File: config.mk
export PLATFORM = sky130hd
export DESIGN_NAME = usb_pd_tx_sched
export DESIGN_NICKNAME = d
export VERILOG_FILES = /design/src/rtl/usb_pd_tx_sched.sv
export SDC_FILE = /design/constraint.sdc
export NUM_CORES = 1
export LEC_CHECK = 0
export BUFFER_PORTS_ARGS = -buffer_cell sky130_fd_sc_hd__clkbuf_2
export CORE_AREA = 3 3 189 191
export DETAILED_ROUTE_END_ITERATION = 10
export DIE_AREA = 0 0 192 194
export SYNTH_ARGS = -nofsm -noshare
export SYNTH_HDL_FRONTEND = slang
export SYNTH_SLANG_ARGS = --single-unit
File: constraint.sdc
create_clock -name clock -period 3.6 [get_ports clock]
set_input_delay 0.72 -clock clock [delete_from_list [all_inputs] [get_ports clock]]
set_output_delay 0.72 -clock clock [all_outputs]
set_load 0.005 [all_outputs]
File: src/rtl/usb_pd_tx_sched.sv
// USB-PD transmit scheduler: arbitrates Hard Reset / GoodCRC / message, drives the PHY writer
// handshake, owns MessageID and waits for GoodCRC. Define USB_PD_TX_RETRY_EN to build retries.
module usb_pd_tx_sched #(
  parameter int unsigned system_khz     = 200000,
  parameter int unsigned CRC_TIMEOUT_US = 1000,
  parameter int unsigned RETRY_MAX      = 2
) (
  input  logic        clock,
  input  logic        rst,
  input  logic        hrst_req,
  output logic        hrst_done,
  input  logic        gcrc_req,
  input  logic [2:0]  gcrc_id,
  output logic        gcrc_ack,
  input  logic        msg_req,
  input  logic [2:0]  msg_num,
  input  logic [3:0]  msg_type,
  input  logic [31:0] msg_word0,
  input  logic [31:0] msg_word1,
  input  logic [31:0] msg_word2,
  input  logic [31:0] msg_word3,
  input  logic [31:0] msg_word4,
  input  logic [31:0] msg_word5,
  input  logic [31:0] msg_word6,
  output logic        msg_done,
  output logic        msg_fail,
  input  logic        rx_gcrc_valid,
  input  logic [2:0]  rx_gcrc_id,
  output logic [2:0]  msg_id,
  output logic        phy_start,
  input  logic        phy_busy,
  output logic        phy_hrst,
  output logic [2:0]  phy_id,
  output logic [2:0]  phy_num,
  output logic [3:0]  phy_type,
  output logic [31:0] phy_word0,
  output logic [31:0] phy_word1,
  output logic [31:0] phy_word2,
  output logic [31:0] phy_word3,
  output logic [31:0] phy_word4,
  output logic [31:0] phy_word5,
  output logic [31:0] phy_word6
);

  localparam int unsigned Ticks    = system_khz * CRC_TIMEOUT_US / 1000;
  localparam logic [31:0] TickLast = 32'(Ticks - 1);

  if (Ticks < 1 || RETRY_MAX > 255) begin : gen_cfg_check
    $error("usb_pd_tx_sched: GoodCRC window must be >= 1 tick and RETRY_MAX <= 255");
  end

  typedef enum logic [2:0] {
    StIdle, StLaunch, StWaitBusy, StWaitDone, StWaitGcrc, StReport
  } state_e;

  typedef enum logic [1:0] {KindHrst, KindGcrc, KindMsg} kind_e;

  state_e      state_q, state_d;
  kind_e       kind_q, kind_d;
  logic [31:0] timer_q, timer_d;
  logic [2:0]  msg_id_q, msg_id_d;
  logic        phy_hrst_q, phy_hrst_d;
  logic [2:0]  phy_id_q, phy_id_d;
  logic [2:0]  phy_num_q, phy_num_d;
  logic [3:0]  phy_type_q, phy_type_d;
  logic        phy_start_q, phy_start_d;
  logic        hrst_done_q, hrst_done_d;
  logic        gcrc_ack_q, gcrc_ack_d;
  logic        msg_done_q, msg_done_d;
  logic        msg_fail_q, msg_fail_d;
  logic        retry_inc, retry_clr, retry_ok;

`ifdef USB_PD_TX_RETRY_EN
  localparam int unsigned RetryW = (RETRY_MAX < 1) ? 1 : $clog2(RETRY_MAX + 1);
  logic [RetryW-1:0] retry_cnt_q, retry_cnt_d;

  assign retry_ok = retry_cnt_q < RetryW'(RETRY_MAX);

  always_comb begin
    retry_cnt_d = retry_cnt_q;
    if (retry_clr) begin
      retry_cnt_d = '0;
    end else if (retry_inc) begin
      retry_cnt_d = retry_cnt_q + 1'b1;
    end
  end

  always_ff @(posedge clock or posedge rst) begin
    if (rst) begin
      retry_cnt_q <= '0;
    end else begin
      retry_cnt_q <= retry_cnt_d;
    end
  end
`else
  logic unused_retry;
  assign retry_ok     = 1'b0;
  assign unused_retry = retry_inc ^ retry_clr;
`endif

  always_comb begin
    state_d     = state_q;
    kind_d      = kind_q;
    timer_d     = timer_q;
    msg_id_d    = msg_id_q;
    phy_hrst_d  = phy_hrst_q;
    phy_id_d    = phy_id_q;
    phy_num_d   = phy_num_q;
    phy_type_d  = phy_type_q;
    hrst_done_d = 1'b0;
    gcrc_ack_d  = 1'b0;
    msg_done_d  = 1'b0;
    msg_fail_d  = 1'b0;
    retry_inc   = 1'b0;
    retry_clr   = 1'b0;

    case (state_q)
      StIdle: begin
        if (hrst_req) begin
          kind_d     = KindHrst;
          phy_hrst_d = 1'b1;
          phy_id_d   = 3'd0;
          phy_num_d  = 3'd0;
          phy_type_d = 4'h0;
          state_d    = StLaunch;
        end else if (gcrc_req) begin
          kind_d     = KindGcrc;
          phy_hrst_d = 1'b0;
          phy_id_d   = gcrc_id;
          phy_num_d  = 3'd0;
          phy_type_d = 4'h1;
          state_d    = StLaunch;
        end else if (msg_req) begin
          kind_d     = KindMsg;
          phy_hrst_d = 1'b0;
          phy_id_d   = msg_id_q;
          phy_num_d  = msg_num;
          phy_type_d = msg_type;
          state_d    = StLaunch;
        end
      end
      StLaunch: state_d = StWaitBusy;
      StWaitBusy: begin
        if (phy_busy) begin
          state_d = StWaitDone;
        end
      end
      StWaitDone: begin
        // Frame in flight always completes; the PHY writer cannot be aborted.
        if (!phy_busy) begin
          case (kind_q)
            KindHrst: begin
              hrst_done_d = 1'b1;
              msg_id_d    = 3'd0;
              state_d     = StReport;
            end
            KindGcrc: begin
              gcrc_ack_d = 1'b1;
              state_d    = StReport;
            end
            default: begin
              timer_d = 32'd0;
              state_d = StWaitGcrc;
            end
          endcase
        end
      end
      StWaitGcrc: begin
        timer_d = timer_q + 32'd1;
        // A match on the last window cycle still counts as success.
        if (rx_gcrc_valid && (rx_gcrc_id == msg_id_q)) begin
          msg_done_d = 1'b1;
          msg_id_d   = msg_id_q + 3'd1;
          state_d    = StReport;
        end else if (hrst_req) begin
          msg_fail_d = 1'b1;
          retry_clr  = 1'b1;
          state_d    = StIdle;
        end else if (timer_q == TickLast) begin
          if (retry_ok) begin
            retry_inc = 1'b1;
            state_d   = StLaunch;
          end else begin
            msg_fail_d = 1'b1;
            state_d    = StReport;
          end
        end
      end
      StReport: begin
        retry_clr = 1'b1;
        state_d   = StIdle;
      end
      default: state_d = StIdle;
    endcase

    phy_start_d = (state_d == StLaunch);
  end

  always_ff @(posedge clock or posedge rst) begin
    if (rst) begin
      state_q     <= StIdle;
      kind_q      <= KindHrst;
      timer_q     <= 32'd0;
      msg_id_q    <= 3'd0;
      phy_hrst_q  <= 1'b0;
      phy_id_q    <= 3'd0;
      phy_num_q   <= 3'd0;
      phy_type_q  <= 4'h0;
      phy_start_q <= 1'b0;
      hrst_done_q <= 1'b0;
      gcrc_ack_q  <= 1'b0;
      msg_done_q  <= 1'b0;
      msg_fail_q  <= 1'b0;
    end else begin
      state_q     <= state_d;
      kind_q      <= kind_d;
      timer_q     <= timer_d;
      msg_id_q    <= msg_id_d;
      phy_hrst_q  <= phy_hrst_d;
      phy_id_q    <= phy_id_d;
      phy_num_q   <= phy_num_d;
      phy_type_q  <= phy_type_d;
      phy_start_q <= phy_start_d;
      hrst_done_q <= hrst_done_d;
      gcrc_ack_q  <= gcrc_ack_d;
      msg_done_q  <= msg_done_d;
      msg_fail_q  <= msg_fail_d;
    end
  end

  assign msg_id    = msg_id_q;
  assign phy_start = phy_start_q;
  assign phy_hrst  = phy_hrst_q;
  assign phy_id    = phy_id_q;
  assign phy_num   = phy_num_q;
  assign phy_type  = phy_type_q;
  assign hrst_done = hrst_done_q;
  assign gcrc_ack  = gcrc_ack_q;
  assign msg_done  = msg_done_q;
  assign msg_fail  = msg_fail_q;

  assign phy_word0 = msg_word0;
  assign phy_word1 = msg_word1;
  assign phy_word2 = msg_word2;
  assign phy_word3 = msg_word3;
  assign phy_word4 = msg_word4;
  assign phy_word5 = msg_word5;
  assign phy_word6 = msg_word6;

endmodule

# Yosys cells after proc, flatten, opt, wreduce, memory -nomap -nowiden
# Cells that the tools add are included.
[classes] add_sub_neg=2 n_eq_ne=12 muxes=44 reduce_logical=9
[op_table] op="$mux W32" count=2
[op_table] op="$pmux W32 S2" count=1
[op_table] op="$mux W3" count=17
[op_table] op="$add A32 B1 Y32 const B" count=1
[op_table] op="$eq A32 B18 Y1 const B" count=1
[op_table] op="$mux W1" count=16
[op_table] op="$pmux W3 S5" count=1
[op_table] op="$mux W4" count=3
[op_table] op="$ne A2 B2 Y1 const B" count=4
[op_table] op="$eq A3 B1 Y1 const B" count=2
[op_table] op="$eq A3 B2 Y1 const B" count=2
[op_table] op="$mux W2" count=3
[op_table] op="$pmux W3 S2" count=1
[op_table] op="$reduce_and A4 Y1" count=1
[op_table] op="$add A3 B1 Y3 const B" count=1
[op_table] op="$eq A3 B3 Y1" count=1
[op_table] op="$eq A3 B3 Y1 const B" count=1
[op_table] op="$logic_not A3 Y1" count=1
[op_table] op="$reduce_and A3 Y1" count=1
[op_table] op="$reduce_bool A3 Y1" count=1
[op_table] op="$eq A2 B1 Y1 const B" count=1
[op_table] op="$logic_not A2 Y1" count=1
[op_table] op="$reduce_and A2 Y1" count=1
[op_table] op="$reduce_bool A2 Y1" count=1
[op_table] op="other kinds (2)" count=2
[word_totals] regBits=56 output_inout_bits=243 word_cells=80

# Longest topological paths before layout
[logic_depth] ltp_word=6 mapped_depth=7 ltp_nobuf=6

# Worst setup path after synthesis
# No wires, ideal clock.
[synth_path] path_kind="input to register" start="in phy_busy" end="reg timer_q[28]" setup_ns=0.077 t_arrival_ns=2.540 required_ns=3.523 path_slack_ns=0.983 path_stages=6 cell_sequence="nor4bb_1 > a21oi_1 > or4b_1 > buf_2 > or4_1 > a21oi_1"
[synth_between] elab_chain_len=2
[synth_rtl] element="start, declared" line="31" text="input logic phy_busy,"
[synth_rtl] element="$ne A2 B2 Y1 (no source line)"
[synth_rtl] element="$reduce_and A3 Y1 (no source line)"
[synth_rtl] element="end signal, assigned" line="217" text="timer_q <= timer_d;"
[synth_rtl] element="end, declared" line="60" text="logic [31:0] timer_q, timer_d;"
# Every way passes these cells.
# A chain may end at the register's enable or synchronous reset.

# Final worst setup path
[layout_path] start="reg timer_q[0]" end="reg timer_q[28]"
[layout_between] elab_chain_len=2
[layout_rtl] element="$add A32 B1 Y32" line="169" text="timer_d = timer_q + 32'd1;"
[layout_rtl] element="$pmux W32 S2" line="117" text="case (state_q)"
# Every way passes these cells.

==> impl_metrics.yaml <==
placed_design:
  routabilityCongestion: 0.795
  io_buffers: 38
  placed_cells: 784
  hpwl_um: 7500
finish:
  final_common_cell: "dfrtp_1"
  nFillCells: 3940
  diodes: 0
  final_cell_mix: "dfrtp_1, nand2_1, clkbuf_2"
  drive_gt1_share_pct: 17.2
  final_util_pct: 10.8
  finalNonFillerCells: 792
  syn_to_final_growth_pct: -17.8
  nets: 582
cts:
  clk_pin_slew_ns: 0.07
  htreeDepth: 2
  numCtsBuffers: 5
  post-cts-setup-buffers: 0
  clk_latency_ns: 0.29
  cts_num_sinks: 56
  tritoncts: "built"
  clk_path_buf_depth: 2
  postCtsHoldBufs: 0
  root_buffer: "clkbuf_16"
  cts_resized: 0
min_path:
  hold-path-cell-count: 2
  hold_start: "phy_num[1]$_DFFE_PP0P_"
  holdPathEnd: "phy_num[1]$_DFFE_PP0P_"
  min_path_type: "reg -> reg"
drt:
  routedWlPerCell_um: 12.5
  avgViaCountPerCell: 3.26
  num_vias: 2585
  firstDrtPassIters: 4
  drt-total-wl_um: 9920
  final_antenna_net_count: 0
  drtIter0Drc: 242
  drc_errors: 0
job:
  drv_cap: 0
timing:
  worstMarginPinSlew_ns: 0.749
  tns_ns: 0
  setup_viol_count_final: 0
  hold_viol: 0
  hold_ws_ns: 0.470
  relSlewSlack_pct: 50.0
  grt_setup_unrepaired: "false"
  clock_skew_ns: 0.00781
  period_needed_ns: 2.72
  timing.final.crit_share_pct: 75.4
  fmax_mhz: 368
  maxSlewViolCount: 0
global_routing:
  grt_max_degree: 37
  grt_antenna_before_repair: 0
  grt_pass1_vias: 2675
  overflow: 0
  grt.total_usage_pct: 5.10
  grt_pass1_wl_um: 15200
die:
  rows: 68
  dieArea_mm2: 0.0372
  start_util_pct: 13.1
  die_y_um: 194
  io_pins: 487
  core_area_mm2: 0.0343
  die_x_um: 192
power_and_ir_drop:
  cellPowerDensity_mw_per_mm2: 495
  leakage_uw: 0.00146
  total_power_uw: 1830
  vdd_drop_max_mv: 0.248
logic_synthesis:
  synth_top_area_share_pct: 37.7
  yosys_most_used_dff: "dfrtp_1"
  async_flop_share_pct: 100
  synthTopCellsByArea: "buf_4, dfrtp_1, nand2_1"
  syn_nets: 771
  synthCells: 525
  ys_seq_area_share_pct: 31.1
  synth_edf_count: 0
  yosys_warnings: 0
  synth_seq_cells: 56
  synth_top_area_cell: "buf_4"
  syn_avg_cell_area_um2: 8.57
  ys_types: 42
  syn-cell-area_mm2: 0.00450
critical_path:
  arrival_ns: 2.93
  rr_startpoint: "timer_q[0]$_DFFE_PP0P_"
  cp_max_fo: 9
  crit_type: "reg -> reg"
  cp-end-kind: "flip-flop"
  start_kind: "flip-flop"
  r2r_end: "timer_q[28]$_DFFE_PP0P_"
  ff2ff_setup_slack_ns: 0.88
  required_ns: 3.82
  reg2reg_depth: 6
run_status:
  status: "finished clean"
-- layer usage --
metal,vias to the layer above,global-route usage [%],share of wire (%)
met1,1163,5.56,36
met3,95,3.33,15
met4,4,4.72,9.0
met5,-,1.46,0.64
li1,1139,-,-
met2,184,6.40,39
-- cell usage after synthesis, drive strengths merged, types with 6 or more instances --
master / n
a21oi: 10
buf: 228
clkbuf: 11
dfrtp: 56
nand2: 46
nand3: 19
nand4: 9
nor2: 32
nor3: 10
nor4: 11
o21ai: 12
o31ai: 8
or4: 7
xnor2: 19
xor2: 6
-- how the worst max path moves through the flow --
stage	end	from	slack, ns
after global placement	timer_q[26]$_DFFE_PP0P_	phy_busy	0.81
after global routing	timer_q[26]$_DFFE_PP0P_	timer_q[1]$_DFFE_PP0P_	0.72
after CTS	timer_q[28]$_DFFE_PP0P_	timer_q[0]$_DFFE_PP0P_	0.89
after floorplan	timer_q[28]$_DFFE_PP0P_	phy_busy	0.98
final	timer_q[28]$_DFFE_PP0P_	timer_q[0]$_DFFE_PP0P_	0.88
after detailed placement	timer_q[30]$_DFFE_PP0P_	phy_busy	0.78
-- state kept, by name, summed over array words and instances, names as in the netlist --
register   cells
msg_fail       1
state_q        3
phy_type       4
gcrc_ack       1
phy_id         3
phy_hrst       1
kind_q         2
msg_done       1
timer_q       32
phy_num        3
hrst_done      1
phy_start      1
msg_id         3
-- logic make-up (layout without fill, tap and decap cells) --
kind of cell	Yosys count	in the layout	share of synthesized area (%)
mux	5	5	1.17
flops	56	56	31.1
buf+inv	244	56	39.2
xor+xnor	25	25	4.87
simple gates	159	159	18.5
fa+ha+maj	2	2	0.556
compound gates	34	34	4.56
-- stage by stage --
step	area, µm²	worst slack (ns)
floorplan	4500	0.983
global placement	3550	0.810
detailed placement	3550	0.776
CTS	3700	0.887
global route	3700	0.717
finish	3700	0.885
-- where the power goes --
group | switching, µW | total (µW) | internal [µW]
Clock | 216 | 494 | 278
Combinational | 238 | 422 | 184
Sequential | 149 | 918 | 769
-- worst max-delay path, stage by stage (launching register included) --
cell and delay [ns]:
dfrtp_1 0.40, ha_1 0.26, nand4_4 0.15, or4_4 0.54
or4b_1 0.64, or4_1 0.51, a21oi_1 0.15
-- cell type report --
| type | instances | area, µm² | share of cell area [%] |
|---|---|---|---|
| Timing Repair Buffer | 43 | 228 | 6.15 |
| Sequential cell | 56 | 1400 | 37.9 |
| Clock inverter | 1 | 7.51 | 0.203 |
| Multi-Input combinational cell | 225 | 1330 | 36.0 |
| Clock buffer | 7 | 143 | 3.85 |
| Inverter | 5 | 18.8 | 0.507 |
| Tap cell | 455 | 569 | 15.4 |
No activity file was read; power rests on OpenSTA's default activity.
